==> config.mk <==
export PLATFORM = sky130hd
export DESIGN_NAME = cart_autodetect
export DESIGN_NICKNAME = d
export VERILOG_FILES = /design/src/rtl/cart_autodetect.sv
export SDC_FILE = /design/constraint.sdc
export NUM_CORES = 1
export LEC_CHECK = 0
export ABC_AREA = 1
export CAP_MARGIN = 20
export CORE_ASPECT_RATIO = 0.7
export CORE_MARGIN = 3
export CORE_UTILIZATION = 30
export CTS_BUF_LIST = sky130_fd_sc_hd__clkbuf_4
export DETAILED_ROUTE_END_ITERATION = 16
export PLACE_DENSITY = 0.46
export SLEW_MARGIN = 20
export SYNTH_ARGS = -nofsm -noshare
export SYNTH_HDL_FRONTEND = slang
export SYNTH_SLANG_ARGS = --single-unit
==> constraint.sdc <==
create_clock -name clk_sys -period 4.7 [get_ports clk_sys]
set_input_delay 0.94 -clock clk_sys [delete_from_list [all_inputs] [get_ports clk_sys]]
set_output_delay 0.94 -clock clk_sys [all_outputs]
set_load 0.005 [all_outputs]
==> src/rtl/cart_autodetect.sv <==
`timescale 1ns/1ps
// cart_autodetect: snoops the HPS ROM download stream and derives the 2600 bank-switch
// scheme, SuperChip enable and ROM size, flagged valid once the download has ended.
module cart_autodetect #(
   parameter int ADDR_W  = 17,
   parameter int SIG_MIN = 2
) (
   input  logic              clk_sys,
   input  logic              reset,
   input  logic              ioctl_download,
   input  logic              ioctl_wr,
   input  logic [ADDR_W-1:0] ioctl_addr,
   input  logic [7:0]        ioctl_dout,
   input  logic [23:0]       ext,
   input  logic [1:0]        sc_mode,
   output logic [3:0]        force_bs,
   output logic              sc,
   output logic [ADDR_W-1:0] rom_size,
   output logic              valid
);

   typedef enum logic [1:0] {S_IDLE, S_LOAD, S_DECIDE, S_DONE} state_t;

   localparam logic [ADDR_W-1:0] SZ_8K     = ADDR_W'(8192);
   localparam logic [ADDR_W-1:0] SZ_12K    = ADDR_W'(12288);
   localparam logic [ADDR_W-1:0] SZ_16K    = ADDR_W'(16384);
   localparam logic [ADDR_W-1:0] SZ_32K    = ADDR_W'(32768);
   localparam logic [7:0]        SIG_MIN_B = 8'(SIG_MIN);

   state_t            r_state;
   state_t            w_state_nxt;
   logic              r_dl_prev;
   logic [7:0]        r_b1;
   logic [7:0]        r_b0;
   logic [7:0]        r_ref;
   logic [7:0]        r_cnt_e0;
   logic [7:0]        r_cnt_3f;
   logic [7:0]        r_cnt_fe;
   logic              r_sc_clean;
   logic [3:0]        r_force_bs;
   logic              r_sc;
   logic [ADDR_W-1:0] r_rom_size;
   logic              r_valid;

   logic              w_rise;
   logic              w_fall;
   logic              w_wr_load;
   logic              w_decide;
   logic              w_hit_e0;
   logic              w_hit_3f;
   logic              w_hit_fe;
   logic [ADDR_W:0]   w_addr_p1;
   logic [ADDR_W-1:0] w_size_cand;
   logic [3:0]        w_ext_bs;
   logic [3:0]        w_bs_dec;
   logic              w_sc_dec;

   assign w_rise    = ioctl_download & ~r_dl_prev;
   assign w_fall    = ~ioctl_download & r_dl_prev;
   assign w_wr_load = ioctl_wr && (r_state == S_LOAD);
   assign w_decide  = (r_state == S_DECIDE) && (w_state_nxt == S_DONE);

   // The post-shift window is {r_b1, r_b0, ioctl_dout}, so only two history bytes are kept.
   assign w_hit_e0 = (r_b1 == 8'h8D) && (r_b0[7:3] == 5'b11100) &&
                     ((ioctl_dout == 8'h1F) || (ioctl_dout == 8'hFF));
   assign w_hit_3f = (r_b0 == 8'h85) && (ioctl_dout == 8'h3F);
   assign w_hit_fe = (r_b1 == 8'h20) && (r_b0 == 8'h00) && (ioctl_dout == 8'hD0);

   assign w_addr_p1   = {1'b0, ioctl_addr} + {{ADDR_W{1'b0}}, 1'b1};
   assign w_size_cand = w_addr_p1[ADDR_W] ? '1 : w_addr_p1[ADDR_W-1:0];

   always_ff @(posedge clk_sys or posedge reset) begin
      if (reset) begin
         r_state   <= S_IDLE;
         // Reset treats the strobe as already high so a download in flight cannot resume.
         r_dl_prev <= 1'b1;
      end else begin
         // NOTE: sequential state uses non-blocking assignments so every register samples pre-edge values.
         r_state   <= w_state_nxt;
         r_dl_prev <= ioctl_download;
      end
   end

   always_comb begin
      // NOTE: the default first means every path assigns w_state_nxt, so no latch is inferred.
      w_state_nxt = r_state;
      case (r_state)
         S_LOAD:   if (w_fall) w_state_nxt = S_DECIDE;
         S_DECIDE: w_state_nxt = S_DONE;
         default:  w_state_nxt = r_state;
      endcase
      if (w_rise) w_state_nxt = S_LOAD;
   end

   always_ff @(posedge clk_sys or posedge reset) begin
      if (reset) begin
         r_b1       <= 8'h00;
         r_b0       <= 8'h00;
         r_ref      <= 8'h00;
         r_cnt_e0   <= 8'h00;
         r_cnt_3f   <= 8'h00;
         r_cnt_fe   <= 8'h00;
         r_sc_clean <= 1'b0;
         r_force_bs <= 4'd0;
         r_sc       <= 1'b0;
         r_rom_size <= '0;
         r_valid    <= 1'b0;
      end else if (w_rise) begin
         r_b1       <= 8'h00;
         r_b0       <= 8'h00;
         r_cnt_e0   <= 8'h00;
         r_cnt_3f   <= 8'h00;
         r_cnt_fe   <= 8'h00;
         r_sc_clean <= 1'b1;
         r_force_bs <= 4'd0;
         r_sc       <= 1'b0;
         r_rom_size <= '0;
         r_valid    <= 1'b0;
      end else if (w_wr_load) begin
         r_b1 <= r_b0;
         r_b0 <= ioctl_dout;
         if (w_size_cand > r_rom_size) r_rom_size <= w_size_cand;
         if (w_hit_e0 && (r_cnt_e0 != 8'hFF)) r_cnt_e0 <= r_cnt_e0 + 8'd1;
         if (w_hit_3f && (r_cnt_3f != 8'hFF)) r_cnt_3f <= r_cnt_3f + 8'd1;
         if (w_hit_fe && (r_cnt_fe != 8'hFF)) r_cnt_fe <= r_cnt_fe + 8'd1;
         // SuperChip images mirror the first page of each 4 KB bank as all one value.
         if (ioctl_addr[11:0] == 12'h000) begin
            r_ref <= ioctl_dout;
         end else if ((ioctl_addr[11:8] == 4'h0) && (ioctl_dout != r_ref)) begin
            r_sc_clean <= 1'b0;
         end
      end else if (w_decide) begin
         r_force_bs <= w_bs_dec;
         r_sc       <= w_sc_dec;
         r_valid    <= 1'b1;
      end
   end

   always_comb begin
      w_ext_bs = 4'd0;
      case (ext)
         ".F8":   w_ext_bs = 4'd1;
         ".F6":   w_ext_bs = 4'd2;
         ".FE":   w_ext_bs = 4'd3;
         ".E0":   w_ext_bs = 4'd4;
         ".3F":   w_ext_bs = 4'd5;
         ".F4":   w_ext_bs = 4'd6;
         ".P2":   w_ext_bs = 4'd7;
         ".FA":   w_ext_bs = 4'd8;
         ".CV":   w_ext_bs = 4'd9;
         default: w_ext_bs = 4'd0;
      endcase

      w_bs_dec = 4'd0;
      if (w_ext_bs != 4'd0) begin
         w_bs_dec = w_ext_bs;
      end else if ((r_cnt_e0 >= SIG_MIN_B) && (r_rom_size == SZ_8K)) begin
         w_bs_dec = 4'd4;
      end else if ((r_cnt_3f >= SIG_MIN_B) && (r_rom_size >= SZ_8K)) begin
         w_bs_dec = 4'd5;
      end else if ((r_cnt_fe != 8'h00) && (r_rom_size == SZ_8K)) begin
         w_bs_dec = 4'd3;
      end else begin
         case (r_rom_size)
            SZ_8K:   w_bs_dec = 4'd1;
            SZ_12K:  w_bs_dec = 4'd8;
            SZ_16K:  w_bs_dec = 4'd2;
            SZ_32K:  w_bs_dec = 4'd6;
            default: w_bs_dec = 4'd0;
         endcase
      end

      case (sc_mode)
         2'd1:    w_sc_dec = 1'b0;
         2'd2:    w_sc_dec = 1'b1;
         default: w_sc_dec = r_sc_clean && (r_rom_size >= SZ_8K);
      endcase
   end

   assign force_bs = r_force_bs;
   assign sc       = r_sc;
   assign rom_size = r_rom_size;
   assign valid    = r_valid;

endmodule
# After elaboration in Yosys (flattened, before gate mapping)
# Index checks and enable logic that the tools add are counted.
# totals
reg_bits	75
inputBits	55
output_inout_bits	23
wordCells	133
# op_classes
n_addsub	4
order_cmp	4
eq_ne	32
mux	40
bitwise_logic	5
n_reduce_logical	35
# op_table
op	n
$eq A24 B22 Y1 const B	9
$mux W8	13
$mux W17	4
$pmux W4 S9	1
$eq A17 B14 Y1 const B	2
$eq A8 B8 Y1 const B	4
$mux W4	7
$add A8 B1 Y8 const B	3
$ne A8 B8 Y1 const B	3
$add A17 B1 Y18 const B	1
$eq A17 B15 Y1 const B	1
$eq A17 B16 Y1 const B	1
$ge A17 B14 Y1 const B	1
$gt A17 B17 Y1	1
$eq A8 B6 Y1 const B	2
$ge A8 B2 Y1 const B	2
$pmux W4 S4	1
$logic_and A1 B1 Y1	15
$reduce_bool A2 Y1	7
$logic_not A12 Y1	1
$mux W1	10
$reduce_and A2 Y1	5
$eq A8 B5 Y1 const B	1
$logic_not A8 Y1	1
other kinds (15)	24

# Longest topological paths before layout
# logic_depth
word_depth	10
mapped_depth	21

# Worst setup path after synthesis
# OpenSTA, ideal clock, no wires.
# synth_timing
path_type	input -> register
from	input ioctl_addr[0]
to	register r_rom_size[9] (netlist: rom_size[9])
setup_time_ns	0.131
t_arrival_ns	3.060
slack_ns	1.510
stages	20
n_path_buf	1
path_cell_list	ha_1 -> nand3_2 -> inv_1 -> nand2_2 -> nor2_2 -> nand2_1 -> nand2_1 -> nand2_1 -> nor2_1 -> inv_1 -> ha_1 -> nand2_1 -> inv_1 -> nand3_1 -> nor2_4 -> a31oi_2 -> nand2_2 -> buf_6 -> nand3_1 -> o21ai_0
# synth_via
elab_chain_cells	5
word_cells_on_any_way	8
classes_between	add/sub (1); order compare (1); mux (4); reduce/logical (2)
# synth_rtl
element	line_no	rtl
start: declaration	12	input logic [ADDR_W-1:0] ioctl_addr,
$add A17 B1 Y18 (*)	69	assign w_addr_p1 = {1'b0, ioctl_addr} + {{ADDR_W{1'b0}}, 1'b1};
$mux W17 (*)	70	assign w_size_cand = w_addr_p1[ADDR_W] ? '1 : w_addr_p1[ADDR_W-1:0];
$gt A17 B17 Y1 / $mux W17 (equally long branches)	122	if (w_size_cand > r_rom_size) r_rom_size <= w_size_cand;
$reduce_bool A2 Y1 (no source line) / $mux W17 (equally long branches)	--	
$reduce_and A2 Y1 (no source line) / $mux W17 (equally long branches)	--	
end signal: assignment	122	
end: declaration	42	logic [ADDR_W-1:0] r_rom_size;
# Mark *: on every way between the ends. The rest lies on a longest branch, timed or not. The select of a mux whose other input is x is not followed.
# A chain may end at the register's enable or synchronous reset.

# Worst setup path in the final report
# layout_timing
from	input ioctl_addr[1]
to	register r_rom_size[9] (netlist: rom_size[9])
# Same word-level chain as after synthesis.

==> results.sh <==
export IMPL_drive_gt1_share_pct=5.37
export IMPL_ys_seq_area_share_pct=34.2
export IMPL_hold_path_class="reg -> reg"
export IMPL_nFillCells=1841
export IMPL_wl_per_cell_um=13.5
export IMPL_vias_per_cell=4.70
export IMPL_max_slew_margin_pct=46.3
export IMPL_switching_share_pct=42.7
export IMPL_io_buffers=77
export IMPL_pwr_density_cell_nw_per_um2=348
export IMPL_die_area_sq_um=20000
export IMPL_initial_core_util_pct=31.3
export IMPL_crit_required_ns=5.03
export IMPL_synthCells=793
export IMPL_crit_path_top_delay_cell="clkdlybuf4s50_1"
export IMPL_r2r_setup_slack_ns=2.32
export IMPL_crit_fanout=11
export IMPL_clk_path_buf_depth=2
export IMPL_area_delta_synth_final_pct=20.0
export IMPL_grt_pass1_vias=5080
export IMPL_crit_type="in -> reg"
export IMPL_netlist_area_sq_um=5500
export IMPL_cts_tree="yes"
export IMPL_cts_root_buf="clkbuf_4"
export IMPL_maxCapViolCount=0
export IMPL_synth_cell_types=38
export IMPL_final_cell_mix="nand2_1 (163), inv_1 (136), nor2_1 (102), nand3_1 (83), clkdlybuf4s50_1 (77)"
export IMPL_cp_end_kind="flip-flop"
export IMPL_intPower_uw=1320
export IMPL_core_area_sq_um=17600
export IMPL_ir_drop_uv=215
export IMPL_numCtsBuffers=9
export IMPL_post_cts_buffers=0
export IMPL_setup_violations=0
export IMPL_rsz0062_at_grt="no"
export IMPL_gr_total_overflow=0
export IMPL_fin_nets=954
export IMPL_path_cells="clkdlybuf4s50_1 -> ha_1 -> nand3_2 -> inv_1 -> nand2_2 -> nor2_2 -> nand2_1 -> nand2_1 -> nand2_1 -> nor2_1 -> inv_1 -> ha_1 -> nand2_1 -> inv_1 -> nand3_1 -> nor2_4 -> a31oi_2 -> nand3_1 -> o21ai_0"
export IMPL_clkPwrFrac_pct=13.9
export IMPL_finalInstanceArea_sq_um=6600
export IMPL_yosys_warnings=0
export IMPL_die_y_um=119
export IMPL_placed_cell_area_sq_um=6510
export IMPL_first_pass_iters=5
export IMPL_final_common_cell="nand2_1"
export IMPL_syn_nets=876
export IMPL_ys_ff_latch=75
export IMPL_grt_max_degree=60
export IMPL_comb_power_share_pct=46.2
export IMPL_clock_sinks=75
export IMPL_die_w_um=168
export IMPL_grt_pass1_wl_um=25200
export IMPL_crit_path_max_incr_delay_ns=0.57
export IMPL_drt_iter0_drc=265
export IMPL_ant_nets=0
export IMPL_synth_area_per_cell_sq_um=6.93
export IMPL_drc=0
export IMPL_drv_slew=0
export IMPL_cp_common_cell="nand2_1"
export IMPL_dr_total_vias=5198
export IMPL_worst_path_buf_inv=4
export IMPL_synthTopCellsByArea="dfrtp_1 (34%), nand2_1 (11%), inv_1 (9.4%)"
export IMPL_clock_skew_ns=0.0105
export IMPL_dpl_hpwl_um=11600
export IMPL_seqPwrFrac_pct=39.9
export IMPL_ctsResizeCount=0
export IMPL_synth_top_area_share_pct=33.7
export IMPL_period_minus_slack_ns=3.94
export IMPL_status="completed"
export IMPL_track_usage_pct=15.1
export IMPL_clkSlewWorstSetupHoldPaths_ns=0.11
export IMPL_antenna_found_initial=0
export IMPL_gp_congestion=0.840
export IMPL_max_freq_mhz=254
export IMPL_finalWirelength_um=14900
export IMPL_boundaryPins=78
export IMPL_antenna_cells=0
export IMPL_period_share_pct=83.7
export IMPL_leakage_uw=0.00325
export IMPL_critPathLaunchType="input pin"
export IMPL_h_tree_depth=3
export IMPL_tightest_slew_ns=0.800
export IMPL_rows=40
export IMPL_setup_tns_ns=0
export IMPL_crit_arrival_ns=4.26
export IMPL_hold_violations=0
export IMPL_clock_latency_ns=0.42
export IMPL_critical_path_top_delay_family="simple AND/OR/NAND/NOR gates"
export IMPL_holdBufCountCts=0
export IMPL_p_sw_uw=982
export IMPL_synth_largest_area_cell="dfrtp_1"
## area by class of cell
type / count / area (sq um) / share of cell area, %
multi-input combinational: 565 / 3020 / 45.8
sequential: 75 / 1880 / 28.4
timing repair buffer: 80 / 793 / 12.0
inverter: 140 / 526 / 7.96
tap: 231 / 289 / 4.38
clock buffer: 9 / 67.6 / 1.02
clock inverter: 6 / 23.8 / 0.360
## sequential cells by signal (all words and copies together), names as in the netlist
name	cells
r_cnt_fe	8
r_dl_prev	1
sc	1
r_sc_clean	1
valid	1
r_b1	8
r_state	2
rom_size	17
r_cnt_e0	8
r_ref	8
r_cnt_3f	8
force_bs	4
r_b0	8
## layer usage
layer	GRT usage (%)	vias to the layer above	share of wire (%)
met5	0	-	0
met4	2.40	0	0.75
met3	2.89	9	3.5
met2	21.9	97	40
met1	23.5	2362	55
li1	-	2730	-
## tightest hold or removal path: stages (launching register included)
cell and delay [ns]:
dfrtp_1 0.36, nand2_1 0.05, nand2_1 0.05
## final timing paths
kind,start,cells after the start,to
max,ioctl_addr[1],19,rom_size[9]$_DFFE_PP0P_
min reg2reg,force_bs[3]$_DFFE_PP0P_,2,force_bs[3]$_DFFE_PP0P_
min in group asynchronous,reset,2,r_ref[7]$_DFFE_PP0P_
max in group asynchronous,reset,3,force_bs[2]$_DFFE_PP0P_
min,force_bs[3]$_DFFE_PP0P_,2,force_bs[3]$_DFFE_PP0P_
max reg2reg,r_state[1]$_DFF_PP0_,8,r_cnt_e0[7]$_DFFE_PP0P_
## kinds of logic after synthesis
family,after synthesis,synth area share (%)
AOI/OAI and AO/OA,80,7.96
and+or+nand+nor,431,36.5
buffers and inverters,153,10.9
adders and majority gates,28,6.37
DFF,75,34.2
xor gates and xnor gates,26,4.14
## cells in the mapped netlist, drive strengths merged
library cell and number:
dfstp 1, nor3 22, a21oi 9, nand4 26, nand2 167, inv 140, nor4 10, or2 2
ha 28, nor3b 1, dfrtp 74, clkbuf 1, nand3 94, o22ai 14, nand3b 1, o21ai 53
a31oi 3, xnor2 1, a21o 1, nand2b 1, xor2 25, buf 12, nor2 107
## power by group through the flow
stage	sequential [uW]	clock [uW]	combinational, uW
floorplan	899	0	672
global placement	928	0	1050
detailed placement	930	0	1060
CTS	918	339	1070
global route	940	369	1210
finish	918	319	1060
## metrics by stage
step	std cells	hold slack, ns	utilization, %	total power [uW]	setup slack (ns)
floorplan	793	0.465	-	1570	1.51
detailed placement	1091	0.473	37.1	1990	0.360
global placement	1091	0.466	37.1	1970	0.492
finish	1106	0.493	37.6	2300	0.764
CTS	1106	0.499	37.6	2330	0.831
global route	1106	0.526	37.6	2520	0.446
Note: power is estimated with default switching activity, not from simulation.
